File: config.mk
export PLATFORM = sky130hd
export DESIGN_NAME = window_scan_ctrl_flat
export DESIGN_NICKNAME = d
export VERILOG_FILES = /design/src/rtl/window_scan_ctrl_pkg.sv /design/src/rtl/window_scan_ctrl_if.sv /design/src/rtl/window_scan_ctrl_raster_counter.sv /design/src/rtl/window_scan_ctrl.sv /design/src/flat_wrapper.sv
export SDC_FILE = /design/constraint.sdc
export NUM_CORES = 1
export LEC_CHECK = 0
export BUFFER_PORTS_ARGS = -buffer_cell sky130_fd_sc_hd__buf_2
export CORE_ASPECT_RATIO = 1.1
export CORE_UTILIZATION = 61
export DETAILED_ROUTE_END_ITERATION = 10
export PLACE_DENSITY = 0.84
export SYNTH_ARGS = -nofsm -noshare
export SYNTH_HDL_FRONTEND = slang
export SYNTH_HIERARCHICAL = 1
export SYNTH_SLANG_ARGS = --single-unit
File: constraint.sdc
create_clock -name CLK -period 6.1 [get_ports CLK]
set_clock_uncertainty 0.2 [all_clocks]
set_input_delay 0.305 -clock CLK [delete_from_list [all_inputs] [get_ports CLK]]
set_output_delay 0.305 -clock CLK [all_outputs]
set_load 0.005 [all_outputs]
File: src/rtl/window_scan_ctrl_pkg.sv
// Shared types and constants for the 3x3 window scan controller.
package window_scan_ctrl_pkg;

    typedef enum logic [1:0] {
        IDLE   = 2'd0,
        FILL   = 2'd1,
        STREAM = 2'd2,
        DONE   = 2'd3
    } scan_state_t;

    // Accepting this pixel means the kernel has seen rows 0..2 of the frame.
    localparam int FILL_EXIT_ROW = 2;
    localparam int FILL_EXIT_COL = 1;
    localparam int WIN_MARGIN    = 2;

endpackage

File: src/rtl/window_scan_ctrl_if.sv
// Pixel handshake and window report bundle between the source, the scan controller and its consumers.
interface window_scan_ctrl_if #(
    parameter int ROW_W = 8,
    parameter int COL_W = 8
);
    logic             Pix_Valid;
    logic             Out_Stall;
    logic             Pix_Ready;
    logic             Shift_EN;
    logic             Win_Valid;
    logic [ROW_W-1:0] Win_Row;
    logic [COL_W-1:0] Win_Col;

    modport master (
        output Pix_Valid, Out_Stall,
        input  Pix_Ready, Shift_EN, Win_Valid, Win_Row, Win_Col
    );

    modport slave (
        input  Pix_Valid, Out_Stall,
        output Pix_Ready, Shift_EN, Win_Valid, Win_Row, Win_Col
    );
endinterface

File: src/rtl/window_scan_ctrl_raster_counter.sv
// Column/row position counter for a raster scan with sync clear, enable and last-pixel flag.
module raster_counter #(
    parameter int WIDTH  = 256,
    parameter int HEIGHT = 256,
    parameter int COL_W  = 8,
    parameter int ROW_W  = 8
) (
    input  logic             clk_sys,
    input  logic             rst_b,
    input  logic             clr,
    input  logic             en,
    output logic [COL_W-1:0] col,
    output logic [ROW_W-1:0] row,
    output logic             last
);
    logic col_end;
    logic row_end;

    assign col_end = (col == COL_W'(WIDTH - 1));
    assign row_end = (row == ROW_W'(HEIGHT - 1));
    assign last    = col_end && row_end;

    always_ff @(posedge clk_sys or negedge rst_b) begin
        if (!rst_b) begin
            col <= '0;
            row <= '0;
        end else if (clr) begin
            col <= '0;
            row <= '0;
        end else if (en) begin
            if (col_end) begin
                col <= '0;
                row <= row_end ? '0 : row + ROW_W'(1);
            end else begin
                col <= col + COL_W'(1);
            end
        end
    end

endmodule

File: src/rtl/window_scan_ctrl.sv
// Frame sequencer for the 3x3 median kernel: gates pixel acceptance and flags interior windows.
// Optional Win_Count output is built when WIN_COUNT_EN is defined.
//   state  | meaning
//   IDLE   | waiting for Start, no pixels accepted
//   FILL   | accepting rows 0..2 until the first full kernel column set
//   STREAM | accepting the rest of the frame
//   DONE   | single cycle, Frame_Done pulse
module window_scan_ctrl
    import window_scan_ctrl_pkg::*;
#(
    parameter int IMG_Width  = 256,
    parameter int IMG_Height = 256,
    parameter int COL_W      = 8,
    parameter int ROW_W      = 8
) (
    input  logic                   CLK,
    input  logic                   CLR,
    input  logic                   Start,
    input  logic                   Abort,
    window_scan_ctrl_if.slave      bus,
    output logic                   Busy,
    output logic                   Frame_Done
`ifdef WIN_COUNT_EN
    ,
    output logic [ROW_W+COL_W-1:0] Win_Count
`endif
);
    scan_state_t      state;
    scan_state_t      state_nxt;
    logic             accept;
    logic             cnt_clr;
    logic             last_pix;
    logic             fill_exit;
    logic             win_hit;
    logic [COL_W-1:0] col;
    logic [ROW_W-1:0] row;

    assign bus.Pix_Ready = ((state == FILL) || (state == STREAM)) && !bus.Out_Stall;
    assign bus.Shift_EN  = bus.Pix_Valid && bus.Pix_Ready;
    assign accept        = bus.Shift_EN;
    assign cnt_clr       = Abort || ((state == IDLE) && Start);
    assign fill_exit     = (row == ROW_W'(FILL_EXIT_ROW)) && (col == COL_W'(FILL_EXIT_COL));
    // An aborted accept still shifts into the kernel but its window is dropped.
    assign win_hit       = accept && !Abort
                           && (row >= ROW_W'(WIN_MARGIN)) && (col >= COL_W'(WIN_MARGIN));

    raster_counter #(
        .WIDTH  (IMG_Width),
        .HEIGHT (IMG_Height),
        .COL_W  (COL_W),
        .ROW_W  (ROW_W)
    ) u_pos (
        .clk_sys (CLK),
        .rst_b   (CLR),
        .clr     (cnt_clr),
        .en      (accept),
        .col     (col),
        .row     (row),
        .last    (last_pix)
    );

    always_ff @(posedge CLK or negedge CLR) begin
        if (!CLR) state <= IDLE;
        else      state <= state_nxt;
    end

    always_comb begin
        state_nxt  = state;
        Busy       = (state != IDLE);
        Frame_Done = (state == DONE);
        case (state)
            IDLE:   if (Start) state_nxt = FILL;
            FILL:   if (accept && fill_exit) state_nxt = STREAM;
            STREAM: if (accept && last_pix) state_nxt = DONE;
            DONE:   state_nxt = IDLE;
            default: state_nxt = IDLE;
        endcase
        if (Abort) state_nxt = IDLE;
    end

    always_ff @(posedge CLK or negedge CLR) begin
        if (!CLR) begin
            bus.Win_Valid <= 1'b0;
            bus.Win_Row   <= '0;
            bus.Win_Col   <= '0;
        end else begin
            bus.Win_Valid <= win_hit;
            if (win_hit) begin
                bus.Win_Row <= row - ROW_W'(1);
                bus.Win_Col <= col - COL_W'(1);
            end
        end
    end

`ifdef WIN_COUNT_EN
    always_ff @(posedge CLK or negedge CLR) begin
        if (!CLR)               Win_Count <= '0;
        else if (cnt_clr)       Win_Count <= '0;
        else if (bus.Win_Valid) Win_Count <= Win_Count + (ROW_W+COL_W)'(1);
    end
`endif

endmodule

File: src/flat_wrapper.sv
// flat-port wrapper written by rule: the top's interface ports become plain ports
module window_scan_ctrl_flat import window_scan_ctrl_pkg::*;
#(
    parameter int IMG_Width  = 256,
    parameter int IMG_Height = 256,
    parameter int COL_W      = 8,
    parameter int ROW_W      = 8
)
  (CLK, CLR, Start, Abort, Busy, Frame_Done, bus_Pix_Valid, bus_Out_Stall, bus_Pix_Ready, bus_Shift_EN, bus_Win_Valid, bus_Win_Row, bus_Win_Col);
  window_scan_ctrl_if #(.ROW_W(ROW_W), .COL_W(COL_W)) bus_i ();
  input  logic CLK;
  input  logic CLR;
  input  logic Start;
  input  logic Abort;
  output logic Busy;
  output logic Frame_Done;
  input wire logic [$bits(bus_i.Pix_Valid)-1:0] bus_Pix_Valid;
  input wire logic [$bits(bus_i.Out_Stall)-1:0] bus_Out_Stall;
  output wire logic [$bits(bus_i.Pix_Ready)-1:0] bus_Pix_Ready;
  output wire logic [$bits(bus_i.Shift_EN)-1:0] bus_Shift_EN;
  output wire logic [$bits(bus_i.Win_Valid)-1:0] bus_Win_Valid;
  output wire logic [$bits(bus_i.Win_Row)-1:0] bus_Win_Row;
  output wire logic [$bits(bus_i.Win_Col)-1:0] bus_Win_Col;
  assign bus_i.Pix_Valid = bus_Pix_Valid;
  assign bus_i.Out_Stall = bus_Out_Stall;
  assign bus_Pix_Ready = bus_i.Pix_Ready;
  assign bus_Shift_EN = bus_i.Shift_EN;
  assign bus_Win_Valid = bus_i.Win_Valid;
  assign bus_Win_Row = bus_i.Win_Row;
  assign bus_Win_Col = bus_i.Win_Col;
  window_scan_ctrl #(.IMG_Width(IMG_Width), .IMG_Height(IMG_Height), .COL_W(COL_W), .ROW_W(ROW_W)) u_core (.CLK(CLK), .CLR(CLR), .Start(Start), .Abort(Abort), .bus(bus_i), .Busy(Busy), .Frame_Done(Frame_Done));
endmodule
==> results of run 1 <==
==> Yosys cell counts <==
library cell / n / area (µm²)
sky130_fd_sc_hd__dfrtp_1: 35 / 875.8
sky130_fd_sc_hd__inv_1: 21 / 78.83
sky130_fd_sc_hd__nor2_1: 14 / 52.55
sky130_fd_sc_hd__nand2_1: 12 / 45.04
sky130_fd_sc_hd__xor2_1: 12 / 105.1
sky130_fd_sc_hd__ha_1: 11 / 137.6
sky130_fd_sc_hd__xnor2_1: 9 / 78.83
sky130_fd_sc_hd__a21oi_1: 7 / 35.03
sky130_fd_sc_hd__mux2_2: 7 / 78.83
sky130_fd_sc_hd__mux2i_1: 7 / 70.07
sky130_fd_sc_hd__nand3_1: 7 / 35.03
sky130_fd_sc_hd__nor3_1: 6 / 30.03
sky130_fd_sc_hd__mux2_4: 5 / 75.07
sky130_fd_sc_hd__nand4_1: 5 / 31.28
sky130_fd_sc_hd__nor4_1: 5 / 31.28
sky130_fd_sc_hd__o21ai_0: 4 / 20.02
sky130_fd_sc_hd__and3_1: 3 / 18.77
sky130_fd_sc_hd__nor3b_1: 3 / 22.52
sky130_fd_sc_hd__nand4_4: 2 / 42.54
sky130_fd_sc_hd__or4_4: 2 / 22.52
sky130_fd_sc_hd__a211o_1: 1 / 8.760
sky130_fd_sc_hd__a211oi_1: 1 / 7.510
sky130_fd_sc_hd__a31oi_1: 1 / 6.260
sky130_fd_sc_hd__a32o_1: 1 / 10.01
sky130_fd_sc_hd__and4_4: 1 / 11.26
sky130_fd_sc_hd__buf_1: 1 / 3.750
sky130_fd_sc_hd__buf_12: 1 / 20.02
sky130_fd_sc_hd__buf_2: 1 / 5.000
sky130_fd_sc_hd__buf_4: 1 / 7.510
sky130_fd_sc_hd__nand2_2: 1 / 6.260
sky130_fd_sc_hd__nand2b_1: 1 / 6.260
sky130_fd_sc_hd__nand2b_4: 1 / 13.76
sky130_fd_sc_hd__nand3b_1: 1 / 7.510
sky130_fd_sc_hd__nor2b_1: 1 / 6.260
sky130_fd_sc_hd__nor3_2: 1 / 10.01
sky130_fd_sc_hd__nor3_4: 1 / 16.27
sky130_fd_sc_hd__o21a_1: 1 / 7.510
sky130_fd_sc_hd__o31ai_2: 1 / 12.51
sky130_fd_sc_hd__o32ai_1: 1 / 8.760
sky130_fd_sc_hd__or3_1: 1 / 6.260
sky130_fd_sc_hd__or3_2: 1 / 7.510
sky130_fd_sc_hd__or3_4: 1 / 11.26
==> metal layers <==
metal	up-vias	GRT usage (%)
met2	41	37.21
met4	0	6.250
met5	-	0
met1	712	33.02
li1	745	-
met3	4	6.366
==> stage by stage <==
| step | hold WS, ns | cell area [µm²] | util, % | std cells | setup WS (ns) |
|---|---|---|---|---|---|
| 2_1_floorplan | -0.1906 | 2087 | - | 199 | 3.841 |
| 3_3_place_gp | 0.2224 | 2223 | 70.52 | 255 | 3.682 |
| 3_5_place_dp | 0.2257 | 2223 | 70.52 | 255 | 3.597 |
| 4_1_cts | 0.1191 | 2302 | 73.02 | 264 | 3.576 |
| 5_1_grt | 0.1557 | 2302 | 73.02 | 264 | 3.427 |
| 6_report | 0.1515 | 2302 | 73.02 | 264 | 3.553 |
==> sequential cells by signal (all words and copies together), names as in the netlist <==
| signal | count |
|---|---|
| u_core/u_pos/col | 8 |
| u_core/bus.Win_Row | 8 |
| u_core/bus.Win_Valid | 1 |
| u_core/state | 2 |
| u_core/u_pos/row | 8 |
| u_core/bus.Win_Col | 8 |
==> final timing paths <==
path | start | to | slack [ns] | depth (start not counted)
max | u_core/state[0]$_DFFE_PN0P_ | u_core/u_pos/row[3]$_DFFE_PN0P_ | 3.55 | 8
max reg2reg | u_core/state[0]$_DFFE_PN0P_ | u_core/u_pos/row[3]$_DFFE_PN0P_ | 3.55 | 8
min reg2reg | u_core/bus.Win_Col[2]$_DFFE_PN0P_ | u_core/bus.Win_Col[2]$_DFFE_PN0P_ | 0.31 | 1
min in group asynchronous | CLR | u_core/bus.Win_Row[2]$_DFFE_PN0P_ | 0.36 | 2
min | Abort | u_core/state[1]$_DFFE_PN0P_ | 0.15 | 4
max in group asynchronous | CLR | u_core/bus.Win_Col[1]$_DFFE_PN0P_ | 4.83 | 2
==> critical path: stages, from the launching register on <==
cell,delay [ns]
sky130_fd_sc_hd__dfrtp_1,0.39
sky130_fd_sc_hd__inv_1,0.09
sky130_fd_sc_hd__ha_1,0.31
sky130_fd_sc_hd__nand3b_1,0.12
sky130_fd_sc_hd__inv_1,0.29
sky130_fd_sc_hd__nand4_1,0.22
sky130_fd_sc_hd__nor2_1,0.37
sky130_fd_sc_hd__o21ai_0,0.16
sky130_fd_sc_hd__a32o_1,0.28
==> power breakdown <==
part	total, µW	internal (µW)	switching [µW]
Sequential	246	238	7.47
Clock	144	67.8	76.1
Combinational	95.6	38.5	57.1
==> repair_timing <==
action | CTS | global route
endpoints found under the setup margin | 0 | 0
hold endpoints to repair | 35 | 0
hold buffers | 1 | 0
==> area by class of cell <==
cell class | count | area (µm²) | area share (%)
Inverter | 21 | 78.83 | 3.424
Sequential cell | 35 | 875.8 | 38.04
Clock buffer | 8 | 68.82 | 2.989
Tap cell | 34 | 42.54 | 1.848
Multi-Input combinational cell | 139 | 1096 | 47.61
Timing Repair Buffer | 27 | 140.1 | 6.087
==> cells by family (layout without fill, tap and decap cells) <==
group           after synthesis  count (layout)  share of synthesized area (%)
fa+ha+maj                    11              11                          6.595
compound gates               18              18                          5.576
buf+inv                      25              56                          5.516
simple gates                 70              70                          20.80
mux                          19              19                          10.73
flops                        35              35                          41.97
xor+xnor                     21              21                          8.813
==> impl_table.tex, run 1 <==
\begin{tabular}{lr}
\hline
Metric & Value \\
\hline
\multicolumn{2}{l}{\textbf{Route}} \\
\quad Total via count in the routed design & 1502 \\
\quad Remaining DRCs & 4 \\
\quad First-pass iteration count of the detailed router & 9 \\
\quad Post-Route M1 WL & 1909 µm \\
\quad Antenna Nets Post-Route & 0 \\
\quad Drt initial violations & 80 \\
\quad Wirelength, routed & 3919 µm \\
\quad Avg WL per Cell & 14.84 µm \\
\quad Topmost layer with routed signal wires & met4 \\
\quad Vias per cell & 5.689 \\
\quad Met2 wire length & 1800 µm \\
\quad Total met3 wirelength after detailed routing & 170 µm \\
\multicolumn{2}{l}{\textbf{Placement}} \\
\quad Post-DP HPWL & 2755 µm \\
\quad Final weighted congestion in routability-driven placement & 0.8992 \\
\quad Count of port buffers added during placement & 26 \\
\multicolumn{2}{l}{\textbf{Clock tree}} \\
\quad H-tree levels & 2 \\
\quad TritonCTS Sinks & 35 \\
\quad Maximum clock insertion buffer count & 2 \\
\quad Worst-Skew Late Latency & 0.35 ns \\
\quad Number of buffers created by CTS & 5 \\
\quad Quantity of gates resized following cts & 0 \\
\quad Clock-pin slew reported for the worst setup and hold paths after clock tree synthesis & 0.10 ns \\
\quad Post-CTS setup-driven buffer insertion count & 0 \\
\quad Root buffer selected by CTS & sky130\_fd\_sc\_hd\_\_clkbuf\_4 \\
\quad CTS tree & done \\
\multicolumn{2}{l}{\textbf{Timing}} \\
\quad Slew @ Worst Pin & 0.7827 ns \\
\quad Headroom to the max-slew limit & 47.82\% \\
\quad Final min period & 2.547 ns \\
\quad Count of final max-slew check failures & 0 \\
\quad Portion of the clock cycle consumed by the worst path in the final layout & 41.75\% \\
\quad Max Fclk & 392.6 MHz \\
\quad Final Setup Violations & 0 \\
\quad Post-Route Setup TNS & 0 ns \\
\quad RSZ-0062 raised after global routing & false \\
\quad Number of hold-slack violations in the final timing report & 0 \\
\multicolumn{2}{l}{\textbf{Floorplanning}} \\
\quad Starting density of the core & 66.19\% \\
\quad Die ar. & 0.003659 mm² \\
\quad I/O pin cnt & 27 \\
\quad Area inside the core boundary & 0.003153 mm² \\
\quad Die Span Y & 63.35 µm \\
\quad Horiz. Die Dim & 57.77 µm \\
\quad Cell row count & 21 \\
\multicolumn{2}{l}{\textbf{GRT}} \\
\quad First-pass GRT wire length & 6665 µm \\
\quad Gr ovfl total & 0 \\
\quad Maximum number of pins on one net before global-route repair & 36 \\
\quad Global router's overall resource usage & 23.90\% \\
\quad Vias in the first global route & 1429 \\
\quad Number of antenna violations at the first check in global routing & 0 \\
\multicolumn{2}{l}{\textbf{Critical path}} \\
\quad Worst Path Max Fanout & 10 \\
\quad Category of the worst setup path launch point & flip-flop \\
\quad Worst endpoint required time & 6.14 ns \\
\quad Setup Crit Path Kind & flip-flop to flip-flop \\
\quad Arrival time at the worst endpoint & 2.59 ns \\
\quad CP Capture Type & flip-flop \\
\multicolumn{2}{l}{\textbf{Synth}} \\
\quad Syn nets & 216 \\
\quad Distinct cells, synth & 42 \\
\quad Post-synth design cell area & 0.002087 mm² \\
\quad Count of warnings emitted by yosys & 6 \\
\quad Post-synthesis sequential area ratio & 41.97\% \\
\quad Flip-flop and latch count after synthesis & 35 \\
\quad Mean instance size in the synthesized netlist & 10.49 µm² \\
\quad Post-synthesis instance total & 199 \\
\multicolumn{2}{l}{\textbf{Power and ir drop}} \\
\quad Total power after layout & 485.3 µW \\
\quad Leakage power & 0.001201 µW \\
\quad Power density over cell area & 210.8 mW/mm² \\
\quad Worst-case vdd ir drop & 0.0001494 V \\
\multicolumn{2}{l}{\textbf{Layout}} \\
\quad Number of diodes added for antenna fixing & 0 \\
\quad Area added between synthesis and finish & 10.31\% \\
\quad Most common cell after layout, fill and taps aside & sky130\_fd\_sc\_hd\_\_dfrtp\_1 \\
\quad Commonest non-fill, non-tap cells in the layout & sky130\_fd\_sc\_hd\_\_dfrtp\_1 (35), sky130\_fd\_sc\_hd\_\_buf\_2 (26), sky130\_fd\_sc\_hd\_\_inv\_1 (21) \\
\quad Layout fillers & 231 \\
\quad Share of post-route cells with drive strength above 1 & 24.78\% \\
\quad Count of nets after finishing & 246 \\
\multicolumn{2}{l}{\textbf{Outcome}} \\
\quad Violations in the final reports & DRC \\
\quad Outcome & finished with violations \\
\multicolumn{2}{l}{\textbf{Flow run}} \\
\quad Maximum Capacitance Violations & 0 \\
\multicolumn{2}{l}{\textbf{Hold path}} \\
\quad Hold Path Class & input pin to flip-flop \\
\hline
\end{tabular}
(Power assumes the default switching activity.)
==> inputs of run 2 (changes only) <==
--- a/config.mk
+++ b/config.mk
@@ -7,9 +7,9 @@
 export LEC_CHECK = 0
 export BUFFER_PORTS_ARGS = -buffer_cell sky130_fd_sc_hd__buf_2
 export CORE_ASPECT_RATIO = 1.1
-export CORE_UTILIZATION = 61
+export CORE_UTILIZATION = 57
 export DETAILED_ROUTE_END_ITERATION = 10
-export PLACE_DENSITY = 0.84
+export PLACE_DENSITY = 0.79
 export SYNTH_ARGS = -nofsm -noshare
 export SYNTH_HDL_FRONTEND = slang
 export SYNTH_HIERARCHICAL = 1
==> constraint.sdc (replaced) <==
create_clock -name CLK -period 2.49 [get_ports CLK]
set_clock_uncertainty 0.2 [all_clocks]
set_input_delay 0.1245 -clock CLK [delete_from_list [all_inputs] [get_ports CLK]]
set_output_delay 0.1245 -clock CLK [all_outputs]
set_load 0.005 [all_outputs]
==> impl_table.tex, run 2 (synthesized netlist as in run 1, its figures left out) <==
\begin{tabular}{lr}
\hline
Metric & Value \\
\hline
\multicolumn{2}{l}{\textbf{Layout}} \\
\quad Number of diodes added for antenna fixing & 0 (unchanged) \\
\quad Multi-input combinational cell area & 0.001096 mm² (unchanged) \\
\quad Most common cell after layout, fill and taps aside & sky130\_fd\_sc\_hd\_\_dfrtp\_1 \\
\quad Register Area & 875.8 µm² (unchanged) \\
\quad Layout fillers & 269 (+16\%) \\
\quad Number of standard cells in the layout, taps in and fillers out & 293 (+11\%) \\
\quad Commonest non-fill, non-tap cells in the layout & sky130\_fd\_sc\_hd\_\_dfrtp\_1 (35), sky130\_fd\_sc\_hd\_\_buf\_2 (26), sky130\_fd\_sc\_hd\_\_inv\_1 (21) \\
\quad Count of nets after finishing & 261 (+6.1\%) \\
\quad Share of post-route cells with drive strength above 1 & 28.98\% (+4.2 points) \\
\quad Area added between synthesis and finish & 16.67\% \\
\quad Layout Cell Area excl Fill & 0.002435 mm² (+5.8\%) \\
\multicolumn{2}{l}{\textbf{Timing}} \\
\quad RSZ-0062 raised after global routing & false \\
\quad Post-Route Setup TNS & 0 ns (unchanged) \\
\quad Count of final max-slew check failures & 0 (unchanged) \\
\quad Final Setup Violations & 0 (unchanged) \\
\quad Max Fclk & 420.8 MHz (+7.2\%) \\
\quad Portion of the clock cycle consumed by the worst path in the final layout & 95.43\% (+54 points) \\
\quad Slew @ Worst Pin & 0.7675 ns (-0.01519 ns) \\
\quad Final min period & 2.376 ns (-0.1706 ns) \\
\quad Headroom to the max-slew limit & 48.83\% (+1.0 points) \\
\quad Number of hold-slack violations in the final timing report & 0 (unchanged) \\
\quad Worst path setup slack after routing & 0.1138 ns (-3.439 ns) \\
\multicolumn{2}{l}{\textbf{Power and ir drop}} \\
\quad Total power after layout & 1195 µW (+150\%) \\
\quad Leakage power & 0.001281 µW (+6.6\%) \\
\quad Power density over cell area & 490.9 mW/mm² (+130\%) \\
\quad Worst-case vdd ir drop & 0.0002154 V (+44\%) \\
\multicolumn{2}{l}{\textbf{Placement}} \\
\quad Setup Slack @ Placement & 0.1631 ns (-3.434 ns) \\
\quad Number of cells after detailed placement & 283 (+11\%) \\
\quad Area of placed instances & 0.002346 mm² (+5.5\%) \\
\quad Post-DP HPWL & 2984 µm (+8.3\%) \\
\quad Final weighted congestion in routability-driven placement & 0.8932 (-0.67\%) \\
\quad Count of port buffers added during placement & 26 (unchanged) \\
\multicolumn{2}{l}{\textbf{Clock tree}} \\
\quad Worst-Skew Late Latency & 0.33 ns (-0.02 ns) \\
\quad Clock-pin slew reported for the worst setup and hold paths after clock tree synthesis & 0.10 ns (about the same) \\
\quad Post-CTS setup-driven buffer insertion count & 0 (unchanged) \\
\quad CTS tree & done \\
\quad Quantity of gates resized following cts & 0 (unchanged) \\
\quad Root buffer selected by CTS & sky130\_fd\_sc\_hd\_\_clkbuf\_4 \\
\quad H-tree levels & 2 (unchanged) \\
\quad Maximum clock insertion buffer count & 2 (unchanged) \\
\quad Number of buffers created by CTS & 5 (unchanged) \\
\quad TritonCTS Sinks & 35 (unchanged) \\
\multicolumn{2}{l}{\textbf{Route}} \\
\quad Remaining DRCs & 0 (-4) \\
\quad Vias per cell & 5.399 (-5.1\%) \\
\quad Antenna Nets Post-Route & 0 (unchanged) \\
\quad Drt initial violations & 136 (+70\%) \\
\quad Avg WL per Cell & 14.06 µm (-5.3\%) \\
\quad First-pass iteration count of the detailed router & 4 (-5) \\
\quad Total via count in the routed design & 1582 (+5.3\%) \\
\quad Wirelength, routed & 4119 µm (+5.1\%) \\
\multicolumn{2}{l}{\textbf{Critical path}} \\
\quad Worst Path Max Fanout & 6 (-4) \\
\quad Delay of the slowest cell on the worst path & 0.40 ns (about the same) \\
\quad CP Capture Type & flip-flop \\
\quad Worst-path cell chain & inv\_1, ha\_1, nand3b\_1, inv\_1, and4\_4, nand2b\_4, or3\_4, o32ai\_1 \\
\quad Worst endpoint required time & 2.51 ns (-3.63 ns) \\
\quad CP top delay family & simple AND/OR/NAND/NOR gates \\
\quad Cell with the biggest individual delay on the critical path & sky130\_fd\_sc\_hd\_\_dfrtp\_1 \\
\quad Most numerous cell on the critical path & sky130\_fd\_sc\_hd\_\_inv\_1 \\
\quad Arrival time at the worst endpoint & 2.40 ns (-0.19 ns) \\
\quad Category of the worst setup path launch point & flip-flop \\
\quad Setup Crit Path Kind & flip-flop to flip-flop \\
\quad Sum of buffers and inverters on the critical path & 2 (unchanged) \\
\multicolumn{2}{l}{\textbf{GRT}} \\
\quad Maximum number of pins on one net before global-route repair & 36 (unchanged) \\
\quad Number of antenna violations at the first check in global routing & 0 (unchanged) \\
\quad Vias in the first global route & 1534 (+7.3\%) \\
\quad Gr ovfl total & 0 (unchanged) \\
\quad First-pass GRT wire length & 6948 µm (+4.2\%) \\
\quad Global router's overall resource usage & 23.88\% (-0.026 points) \\
\multicolumn{2}{l}{\textbf{Floorplanning}} \\
\quad I/O pin cnt & 27 (unchanged) \\
\quad Cell row count & 22 (+4.8\%) \\
\quad Starting density of the core & 61.14\% (-5.0 points) \\
\quad Horiz. Die Dim & 59.70 µm (+3.3\%) \\
\quad Area inside the core boundary & 0.003413 mm² (+8.3\%) \\
\quad Die Span Y & 65.46 µm (+3.3\%) \\
\quad Die ar. & 0.003908 mm² (+6.8\%) \\
\multicolumn{2}{l}{\textbf{Flow run}} \\
\quad Maximum Capacitance Violations & 0 (unchanged) \\
\multicolumn{2}{l}{\textbf{Hold path}} \\
\quad Hold Path Class & input pin to flip-flop \\
\multicolumn{2}{l}{\textbf{Outcome}} \\
\quad Outcome & finished, final reports clean \\
\hline
\end{tabular}
-- run 2: stage by stage --
step / util, % / hold slack, ns
floorplan: - / -0.3711
global placement: 68.73 / 0.04488
detailed placement: 68.73 / 0.04768
CTS: 71.33 / 0.1438
global route: 71.33 / 0.1838
finish: 71.33 / 0.1536
-- run 2: path summary, 6_finish.rpt --
kind,startpoint,endpoint,slack (ns),cells after the start
hold reg to reg,u_core/bus.Win_Col[5]$_DFFE_PN0P_,u_core/bus.Win_Col[5]$_DFFE_PN0P_,0.31,1
setup reg to reg,u_core/state[0]$_DFFE_PN0P_,u_core/u_pos/row[7]$_DFFE_PN0P_,0.11,8
max in group asynchronous,CLR,u_core/u_pos/col[5]$_DFFE_PN0P_,1.42,2
setup / recovery,u_core/state[0]$_DFFE_PN0P_,u_core/u_pos/row[7]$_DFFE_PN0P_,0.11,8
hold / removal,Start,u_core/u_pos/col[7]$_DFFE_PN0P_,0.15,5
min in group asynchronous,CLR,u_core/bus.Win_Row[7]$_DFFE_PN0P_,0.19,2
-- run 2: worst reg2reg max path: cells and delay by family, from the launching register on --
kind | cells | cell delay [ns]
compound gates | 1 | 0.16
fa+ha+maj | 1 | 0.32
flops | 1 | 0.40
simple gates | 4 | 0.87
buf+inv | 2 | 0.31
-- run 2: where the power goes --
part / internal (µW) / total [µW] / switching, µW
clock network: 166 / 346 / 179
logic: 106 / 252 / 146
registers: 584 / 598 / 13.6
-- run 2: cell type report --
class                   count  share of cell area, %
well taps                  48                  2.467
inverters                  21                  3.237
clock buffers               8                  2.826
multi-input cells         139                  45.02
repair buffers             42                  10.48
flip-flops and latches     35                  35.97
-- run 2: repair_timing --
action / 4_1_cts / 5_1_grt
setup endpoints to repair: 0 / 0
hold buffers: 2 / 0
hold endpoints to repair: 37 / 0
-- run 2: routing by layer --
metal	part of all wire, %	routed length (µm)	global-route usage (%)
met1	46	1901	32.15
met2	48	1957	37.22
met5	0	0	0
met4	1.1	46	8.430
met3	5.2	214	5.512
==> inputs of run 3 (changes only) <==
--- a/config.mk
+++ b/config.mk
@@ -6,10 +6,13 @@
 export NUM_CORES = 1
 export LEC_CHECK = 0
 export BUFFER_PORTS_ARGS = -buffer_cell sky130_fd_sc_hd__buf_2
+export CELL_PAD_IN_SITES_DETAIL_PLACEMENT = 1
+export CELL_PAD_IN_SITES_GLOBAL_PLACEMENT = 1
 export CORE_ASPECT_RATIO = 1.1
-export CORE_UTILIZATION = 57
+export CORE_UTILIZATION = 45
 export DETAILED_ROUTE_END_ITERATION = 10
-export PLACE_DENSITY = 0.79
+export PLACE_DENSITY_LB_ADDON = 0.1
+export SKIP_CTS_REPAIR_TIMING = 1
 export SYNTH_ARGS = -nofsm -noshare
 export SYNTH_HDL_FRONTEND = slang
 export SYNTH_HIERARCHICAL = 1
==> impl_table.tex, run 3 (synthesized netlist as in run 1, its figures left out) <==
\begin{tabular}{lr}
\hline
Metric & Value \\
\hline
\multicolumn{2}{l}{\textbf{Critical path}} \\
\quad R2R Path Start & u\_core/u\_pos/row[2]\$\_DFFE\_PN0P\_ \\
\quad Setup Crit Path Kind & flip-flop to flip-flop \\
\quad CP Capture Type & flip-flop \\
\quad End of the worst register-to-register path & u\_core/state[0]\$\_DFFE\_PN0P\_ \\
\quad Delay of the slowest cell on the worst path & 0.53 ns (+0.13 ns) \\
\quad Worst-path cell chain & nand3\_1, nor4\_2, inv\_1, o21ai\_0, a21oi\_1, a31oi\_4, mux2i\_1 \\
\quad Reg-to-reg slack, setup & 0.15 ns (+0.04 ns) \\
\quad Worst Path Max Fanout & 9 (+3) \\
\quad Logic depth of the worst register-to-register path & 7 (-1) \\
\quad Arrival time at the worst endpoint & 2.33 ns (-0.07 ns) \\
\quad Cell with the biggest individual delay on the critical path & sky130\_fd\_sc\_hd\_\_dfrtp\_1 \\
\quad Category of the worst setup path launch point & flip-flop \\
\quad Worst endpoint required time & 2.48 ns (-0.03 ns) \\
\multicolumn{2}{l}{\textbf{Route}} \\
\quad Remaining DRCs & 0 (unchanged) \\
\quad Total via count in the routed design & 1601 (+1.2\%) \\
\quad First-pass iteration count of the detailed router & 4 (unchanged) \\
\quad Vias per cell & 5.409 (+0.18\%) \\
\quad Drt initial violations & 106 (-22\%) \\
\quad Avg WL per Cell & 16.83 µm (+20\%) \\
\quad Wirelength, routed & 4983 µm (+21\%) \\
\quad Antenna Nets Post-Route & 0 (unchanged) \\
\multicolumn{2}{l}{\textbf{Placement}} \\
\quad Post-DP HPWL & 3833 µm (+28\%) \\
\quad Count of port buffers added during placement & 26 (unchanged) \\
\quad Setup Slack @ Placement & -0.003639 ns (-0.1667 ns) \\
\quad Final weighted congestion in routability-driven placement & 0.9109 (+2.0\%) \\
\multicolumn{2}{l}{\textbf{Outcome}} \\
\quad Outcome & finished, final reports clean \\
\multicolumn{2}{l}{\textbf{Floorplanning}} \\
\quad Die ar. & 0.004914 mm² (+26\%) \\
\quad Cell row count & 25 (+14\%) \\
\quad Area inside the core boundary & 0.004379 mm² (+28\%) \\
\quad Die Span Y & 73.43 µm (+12\%) \\
\quad I/O pin cnt & 27 (unchanged) \\
\quad Horiz. Die Dim & 66.93 µm (+12\%) \\
\quad Starting density of the core & 47.66\% (-13 points) \\
\multicolumn{2}{l}{\textbf{Power and ir drop}} \\
\quad Leakage power & 0.001279 µW (-0.11\%) \\
\quad Power density over cell area & 524.5 mW/mm² (+6.8\%) \\
\quad Worst-case vdd ir drop & 0.0003218 V (+49\%) \\
\multicolumn{2}{l}{\textbf{Timing}} \\
\quad Final min period & 2.338 ns (-0.03816 ns) \\
\quad Final Setup Violations & 0 (unchanged) \\
\quad Count of final max-slew check failures & 0 (unchanged) \\
\quad Post-Route Setup TNS & 0 ns (unchanged) \\
\quad RSZ-0062 raised after global routing & false \\
\quad Worst path setup slack after routing & 0.1520 ns (+0.03816 ns) \\
\quad Number of hold-slack violations in the final timing report & 0 (unchanged) \\
\quad Max Fclk & 427.7 MHz (+1.6\%) \\
\quad Slew @ Worst Pin & 0.8125 ns (+0.04498 ns) \\
\quad Headroom to the max-slew limit & 45.83\% (-3.0 points) \\
\quad Portion of the clock cycle consumed by the worst path in the final layout & 93.90\% (-1.5 points) \\
\multicolumn{2}{l}{\textbf{GRT}} \\
\quad Gr ovfl total & 0 (unchanged) \\
\quad First-pass GRT wire length & 8328 µm (+20\%) \\
\quad Vias in the first global route & 1717 (+12\%) \\
\quad Number of antenna violations at the first check in global routing & 0 (unchanged) \\
\quad Maximum number of pins on one net before global-route repair & 36 (unchanged) \\
\quad Global router's overall resource usage & 23.56\% (-0.31 points) \\
\multicolumn{2}{l}{\textbf{Hold path}} \\
\quad Startpoint of the tightest hold check path & Abort \\
\quad Hold Path Class & input pin to flip-flop \\
\quad Hold path cells & 4 (-1) \\
\quad Worst hold endpoint & u\_core/state[1]\$\_DFFE\_PN0P\_ \\
\multicolumn{2}{l}{\textbf{Clock tree}} \\
\quad Clock-pin slew reported for the worst setup and hold paths after clock tree synthesis & 0.07 ns (-0.03 ns) \\
\quad TritonCTS Sinks & 35 (unchanged) \\
\quad CTS tree & done \\
\quad Root buffer selected by CTS & sky130\_fd\_sc\_hd\_\_clkbuf\_8 \\
\quad Maximum clock insertion buffer count & 2 (unchanged) \\
\quad Number of buffers created by CTS & 5 (unchanged) \\
\quad H-tree levels & 2 (unchanged) \\
\quad Worst-Skew Late Latency & 0.29 ns (-0.04 ns) \\
\multicolumn{2}{l}{\textbf{Layout}} \\
\quad Layout fillers & 497 (+85\%) \\
\quad Multi-input combinational cell area & 0.001117 mm² (+1.9\%) \\
\quad Most common cell after layout, fill and taps aside & sky130\_fd\_sc\_hd\_\_dfrtp\_1 \\
\quad Register Area & 875.8 µm² (unchanged) \\
\quad Area added between synthesis and finish & 18.11\% \\
\quad Count of nets after finishing & 259 (-0.77\%) \\
\quad Number of diodes added for antenna fixing & 0 (unchanged) \\
\quad Share of post-route cells with drive strength above 1 & 30.17\% (+1.2 points) \\
\quad Commonest non-fill, non-tap cells in the layout & sky130\_fd\_sc\_hd\_\_dfrtp\_1 (35), sky130\_fd\_sc\_hd\_\_buf\_2 (26), sky130\_fd\_sc\_hd\_\_inv\_1 (20) \\
\quad Share of the core filled with cells & 56.29\% (-15 points) \\
\multicolumn{2}{l}{\textbf{Flow run}} \\
\quad Maximum Capacitance Violations & 0 (unchanged) \\
\hline
\end{tabular}
-- run 3: cell types whose count changed in the layout (fill, tap and decap cells not counted) --
cell / previous run / this run
sky130_fd_sc_hd__inv_1: 21 / 20
sky130_fd_sc_hd__clkbuf_4: 5 / 0
sky130_fd_sc_hd__inv_2: 0 / 1
sky130_fd_sc_hd__nor4_1: 5 / 4
sky130_fd_sc_hd__nor4_2: 0 / 1
sky130_fd_sc_hd__a31oi_4: 0 / 1
sky130_fd_sc_hd__clkbuf_8: 2 / 6
sky130_fd_sc_hd__buf_4: 14 / 13
sky130_fd_sc_hd__clkinv_2: 0 / 1
sky130_fd_sc_hd__clkbuf_1: 1 / 0
sky130_fd_sc_hd__dlygate4sd3_1: 2 / 1
sky130_fd_sc_hd__a31oi_1: 1 / 0
-- run 3: area by class of cell --
type                       instances  share of cell area, %
multi-input combinational        139                  45.33
sequential                        35                  35.53
timing repair buffer              40                  9.645
clock buffer                       6                  3.350
inverter                          21                  3.198
tap                               54                  2.741
clock inverter                     1                 0.2030
-- run 3: metal layers --
layer / global-route usage, % / vias to the layer above / part of all wire (%)
li1: - / 772 / -
met1: 27.80 / 791 / 44
met2: 41.75 / 32 / 52
met3: 4.348 / 6 / 3.3
met4: 9.220 / 0 / 1.4
met5: 0 / - / 0
-- run 3: power by group --
group	switching, µW	internal, µW
clock network	198	217
logic	165	114
registers	14.5	585
total	378	915
-- run 3: how the worst max path moves through the flow --
| stage | to | startpoint | cells past startpoint | slack, ns |
|---|---|---|---|---|
| floorplan | u_core/u_pos/row[3]$_DFFE_PN0P_ | u_core/state[0]$_DFFE_PN0P_ | 9 | 0.23 |
| global placement | u_core/state[0]$_DFFE_PN0P_ | u_core/state[0]$_DFFE_PN0P_ | 9 | 0.22 |
| detailed placement | u_core/state[0]$_DFFE_PN0P_ | u_core/state[0]$_DFFE_PN0P_ | 9 | -0.004 |
| CTS | u_core/state[0]$_DFFE_PN0P_ | u_core/u_pos/row[2]$_DFFE_PN0P_ | 7 | -0.03 |
| global route | u_core/state[0]$_DFFE_PN0P_ | u_core/state[0]$_DFFE_PN0P_ | 9 | 0.02 |
| finish | u_core/state[0]$_DFFE_PN0P_ | u_core/u_pos/row[2]$_DFFE_PN0P_ | 7 | 0.15 |
-- run 3: per-stage QoR --
stage	hold WS [ns]	std cells	power, µW	cell area (µm²)
2_1_floorplan	-0.3711	199	778.6	2087
3_3_place_gp	0.04471	288	852.5	2346
3_5_place_dp	0.06920	288	872.1	2346
4_1_cts	-0.2458	295	1292	2434
5_1_grt	0.09604	296	1372	2465
6_report	0.05557	296	1293	2465
-- run 3: critical path, delay by kind of cell (launching register included) --
| kind | cells | cell delay [ns] |
|---|---|---|
| simple gates | 2 | 0.65 |
| compound gates | 3 | 0.54 |
| flops | 1 | 0.53 |
| mux | 1 | 0.26 |
| buf+inv | 1 | 0.07 |
